<file path="src/rtl/mips32_prog_loader.sv">
// Boot-time program loader: takes a header + big-endian word stream over valid/ready,
// writes it into processor memory, then releases the CPU at the loaded base PC.
module mips32_prog_loader #(
  parameter int ADDR_W = 10
) (
  input  logic              clk,
  input  logic              rst_n,
  input  logic [7:0]        s_data,
  input  logic              s_valid,
  output logic              s_ready,
  input  logic              reload,
  output logic              mem_we,
  output logic [ADDR_W-1:0] mem_addr,
  output logic [31:0]       mem_wdata,
  output logic [ADDR_W-1:0] pc_init,
  output logic              cpu_rst_n,
  output logic              done,
  output logic              err
);

  // Stream handshake: a byte moves on a rising edge where s_valid && s_ready; with
  // s_ready low the byte stays pending upstream and s_data must be held stable.
  typedef enum logic [1:0] {HDR, LOAD, DONE, ERR} state_t;

  localparam logic [16:0] MEM_WORDS = 17'(1 << ADDR_W);

  state_t            state;
  logic [1:0]        byte_cnt;
  logic [23:0]       shreg;
  logic [15:0]       cnt;
  logic [ADDR_W-1:0] base;
  logic [ADDR_W-1:0] idx;

  logic        xfer;
  logic [15:0] hdr_cnt;
  logic [15:0] hdr_base;
  logic [16:0] hdr_end;
  logic        base_hi_bad;
  logic        last_word;

  always_comb begin
    xfer        = s_valid & s_ready;
    hdr_cnt     = shreg[23:8];
    hdr_base    = {shreg[7:0], s_data};
    hdr_end     = {1'b0, hdr_cnt} + {1'b0, hdr_base};
    base_hi_bad = (hdr_base >> ADDR_W) != 16'd0;
    last_word   = 16'(idx) == (cnt - 16'd1);
  end

  always_ff @(posedge clk or negedge rst_n) begin
    if (!rst_n) begin
      state     <= HDR;
      byte_cnt  <= 2'd0;
      shreg     <= 24'd0;
      cnt       <= 16'd0;
      base      <= '0;
      idx       <= '0;
      s_ready   <= 1'b1;
      mem_we    <= 1'b0;
      mem_addr  <= '0;
      mem_wdata <= 32'd0;
      pc_init   <= '0;
      cpu_rst_n <= 1'b0;
      done      <= 1'b0;
      err       <= 1'b0;
    end else begin
      mem_we <= 1'b0;
      case (state)
        HDR: begin
          if (xfer) begin
            shreg    <= {shreg[15:0], s_data};
            byte_cnt <= byte_cnt + 2'd1;
            if (byte_cnt == 2'd3) begin
              cnt  <= hdr_cnt;
              base <= hdr_base[ADDR_W-1:0];
              idx  <= '0;
              // A base outside memory is rejected even for an empty program.
              if (base_hi_bad || (hdr_cnt != 16'd0 && hdr_end > MEM_WORDS)) begin
                state   <= ERR;
                s_ready <= 1'b0;
                err     <= 1'b1;
              end else if (hdr_cnt == 16'd0) begin
                state   <= DONE;
                s_ready <= 1'b0;
                done    <= 1'b1;
                pc_init <= hdr_base[ADDR_W-1:0];
              end else begin
                state <= LOAD;
              end
            end
          end
        end
        LOAD: begin
          if (xfer) begin
            shreg    <= {shreg[15:0], s_data};
            byte_cnt <= byte_cnt + 2'd1;
            if (byte_cnt == 2'd3) begin
              mem_we    <= 1'b1;
              mem_addr  <= base + idx;
              mem_wdata <= {shreg, s_data};
              idx       <= idx + ADDR_W'(1);
              if (last_word) begin
                state   <= DONE;
                s_ready <= 1'b0;
                done    <= 1'b1;
                pc_init <= base;
              end
            end
          end
        end
        DONE: begin
          if (reload) begin
            state     <= HDR;
            s_ready   <= 1'b1;
            done      <= 1'b0;
            cpu_rst_n <= 1'b0;
            byte_cnt  <= 2'd0;
            idx       <= '0;
            cnt       <= 16'd0;
          end else begin
            cpu_rst_n <= 1'b1;
          end
        end
        ERR: begin
          if (reload) begin
            state    <= HDR;
            s_ready  <= 1'b1;
            err      <= 1'b0;
            byte_cnt <= 2'd0;
            idx      <= '0;
            cnt      <= 16'd0;
          end
        end
        default: state <= HDR;
      endcase
    end
  end

endmodule

</file>
<file path="config.mk">
export PLATFORM = sky130hd
export DESIGN_NAME = mips32_prog_loader
export DESIGN_NICKNAME = d
export VERILOG_FILES = /design/src/rtl/mips32_prog_loader.sv
export SDC_FILE = /design/constraint.sdc
export NUM_CORES = 1
export LEC_CHECK = 0
export BUFFER_PORTS_ARGS = -buffer_cell sky130_fd_sc_hd__buf_2
export CAP_MARGIN = 20
export CORE_ASPECT_RATIO = 0.6
export CORE_UTILIZATION = 40
export CTS_BUF_LIST = sky130_fd_sc_hd__clkbuf_2 sky130_fd_sc_hd__clkbuf_4 sky130_fd_sc_hd__clkbuf_8
export CTS_CLUSTER_DIAMETER = 40
export DETAILED_ROUTE_END_ITERATION = 7
export GPL_ROUTABILITY_DRIVEN = 0
export HOLD_SLACK_MARGIN = 0.1
export SKIP_CTS_REPAIR_TIMING = 1
export SLEW_MARGIN = 0
export SYNTH_ARGS = -nofsm -noshare
export SYNTH_HDL_FRONTEND = slang
export SYNTH_SLANG_ARGS = --single-unit
export TNS_END_PERCENT = 20
</file>
<file path="constraint.sdc">
create_clock -name clk -period 3.2 [get_ports clk]
set_clock_uncertainty 0.2 [all_clocks]
set_input_delay 0.32 -clock clk [delete_from_list [all_inputs] [get_ports clk]]
set_output_delay 0.32 -clock clk [all_outputs]
set_load 0.02 [all_outputs]
</file>
==> results.cfg <==
[timing]
fin_crit_sh_pct = 98.1
tns_ps = 0
min_period_ps = 3140
hold_viol = 0
slew_viol_final = 0
clock.fmax_mhz = 319
finalSetupViolCount = 0
timing.slew.headroom_pct = 53.5
rsz0062_at_grt = false
worst_pin_slew_ps = 693
whs_ps = 143

[route]
detail-route-antenna-nets = 0
vias = 5559
routed_wl_mm = 18.8
firstDrtPassIters = 5
initialDrtViolationCount = 425
viasPerCell = 5.52
wire_per_inst_um = 18.6
drc = 0

[yosys]
ys_ff_latch = 121
syn_avg_cell_area_um2 = 9.44
synth_top_area_cell = dfrtp_1
yosys-top-cells-area = dfrtp_1 45%, nand2_1 11%, mux2_2 6.0%, ha_1 5.3%, xnor2_1 2.3%
synthArstFlopShare_pct = 100
synthesis.area_um2 = 6600
synth_top_area_share_pct = 45.5
synthTopCellsByCount = 187 x nand2_1, 120 x dfrtp_1, 35 x mux2_2, 28 x ha_1, 28 x nand3_1
ys.flop_type = dfrtp_1
synth.distinct_cells = 60
synthCells = 699
synth_most_common_cell = nand2_1
yosysSeqAreaShare_pct = 45.9
synth_warnings = 0
synth_edf_count = 0
synth_fp_nets = 741

[global_routing]
grt_pass1_wl_mm = 29.6
grt_pass1_vias = 5231
overflow = 0
antenna_found_initial = 0
grt_max_degree = 55
grt_usage_pct = 23.0

[pwr]
ir_worst_vdd_uv = 350
p_leak_nw = 3.91
power_density_nw_per_um2 = 652

[layout]
fin_cells = 1007
antennaDiodeCount = 0
nets = 833
fillers = 1446
synthToLayoutAreaGrowth_pct = 18.7
drive_above_1_share_pct = 23.1

[setup_path]
worstReg2RegStart = shreg[16]
critPathLaunchType = input pin
startpoint = s_data[6]
worstSetupPathType = in2reg
crit_arrival_ps = 3260
worstPathRequired_ps = 3320
crit_fanout = 8
cp-end-kind = flop

[worst_hold_path]
hp-class = in2reg
hp-start = s_data[2]

[placement]
io_buffers = 68
dp_cells = 965
hpwl_mm = 13.6

[job]
drv_cap = 0

[die]
die_h_um = 102
dieWidth_um = 168
start_util_pct = 42.0
coreArea_um2 = 15700
die-area_um2 = 17000
rows = 35
pin_count = 69

[clocking]
cts.path.max_buffers = 2
clk_latency_ps = 440
cts_buffers = 17
cts.sinks = 121
root_buffer = clkbuf_8
cts.clk_slew.worst_paths_ps = 80
h-tree-depth = 4
cts_tree = done

[status]
outcome = finished, final reports clean
==> worst paths after layout <==
check / endpoint / slack (ps) / depth (start not counted)
setup / recovery: state[1] / 60 / 11
hold / removal: pc_init[2] / 140 / 3
setup reg to reg: state[1] / 140 / 9
hold reg to reg: mem_wdata[6] / 270 / 2
max in group asynchronous: pc_init[0] / 1760 / 3
min in group asynchronous: mem_wdata[2] / 250 / 2
==> where the power goes <==
| part | switching, mW | internal (mW) |
|---|---|---|
| combinational | 0.997 | 0.593 |
| clock | 0.692 | 0.740 |
| sequential | 0.262 | 1.83 |
==> per-stage QoR <==
stage	cell area [um2]	power (mW)	setup WS, ps	util, %
2_1_floorplan	6600	3.04	329	-
3_3_place_gp	7300	3.63	40.1	46.4
3_5_place_dp	7300	3.67	51.8	46.4
4_1_cts	7710	5.11	80.6	49.0
5_1_grt	7840	5.41	9.06	49.9
6_report	7840	5.11	60.9	49.9
==> cell families (layout without fill, tap and decap cells) <==
| family | Yosys count | after routing | share of synthesized area, % |
|---|---|---|---|
| muxes | 47 | 47 | 8.47 |
| adders and majority gates | 30 | 30 | 5.91 |
| and+or+nand+nor | 321 | 321 | 22.5 |
| AOI/OAI and AO/OA | 100 | 100 | 9.93 |
| DFF | 121 | 121 | 45.9 |
| xor gates and xnor gates | 33 | 33 | 4.38 |
| buffers and inverters | 47 | 152 | 2.94 |
==> registers in the layout, indices dropped and copies added, names as in the netlist <==
name	flops
mem_addr	10
pc_init	10
mem_wdata	32
state	2
done	1
byte_cnt	2
err	1
s_ready	1
shreg	24
base	10
cpu_rst_n	1
mem_we	1
cnt	16
idx	10
==> cells in the final DEF (no fill, tap or decap), types with 3 or more instances in the layout <==
| cell | count |
|---|---|
| nand3b_1 | 5 |
| nor4_1 | 10 |
| nor3b_1 | 6 |
| nor4b_1 | 3 |
| and3_1 | 3 |
| and4_1 | 3 |
| a21o_1 | 10 |
| buf_2 | 67 |
| xnor2_1 | 17 |
| ha_1 | 28 |
| buf_4 | 25 |
| nor2b_1 | 7 |
| or3_1 | 3 |
| xor2_1 | 16 |
| nand2b_1 | 6 |
| mux2_4 | 9 |
| clkinvlp_4 | 4 |
| o21bai_1 | 4 |
| a21oi_1 | 18 |
| dfrtp_1 | 119 |
| clkbuf_8 | 19 |
| mux2i_1 | 3 |
| o211ai_1 | 5 |
| inv_6 | 3 |
| mux2_2 | 35 |
| nand3_1 | 28 |
| nor2_1 | 27 |
| dlygate4sd3_1 | 10 |
| o21ai_0 | 26 |
| inv_1 | 14 |
| nor3_1 | 15 |
| nand2_1 | 187 |
| nand4b_1 | 3 |
| a31oi_1 | 5 |
| a211oi_1 | 7 |
| nand4_1 | 7 |
==> final cells by class <==
| type | instances | area [um2] | share of cell area [%] |
|---|---|---|---|
| well taps | 203 | 254 | 3.24 |
| multi-input cells | 531 | 3420 | 43.6 |
| clock buffers | 19 | 262 | 3.34 |
| flip-flops and latches | 121 | 3030 | 38.7 |
| clock inverters | 13 | 144 | 1.84 |
| inverters | 15 | 56.3 | 0.718 |
| repair buffers | 105 | 674 | 8.60 |
==> layer usage <==
metal	track usage (%)	vias to the layer above	wire [um]
met5	0	-	0
met1	36.4	2723	10100
li1	-	2627	-
met2	31.5	192	7370
met3	4.30	17	1160
met4	6.14	0	165
==> worst max-delay path, cell delays in order <==
cell and delay [ps]:
dlygate4sd3_1 530, buf_2 170, ha_1 410, a21o_1 190, a31oi_1 190, nor2_1 100, nor4_1 360, nand4_1 200
o31ai_1 320, nand3_1 180, o221a_2 280
(Power assumes the default switching activity.)
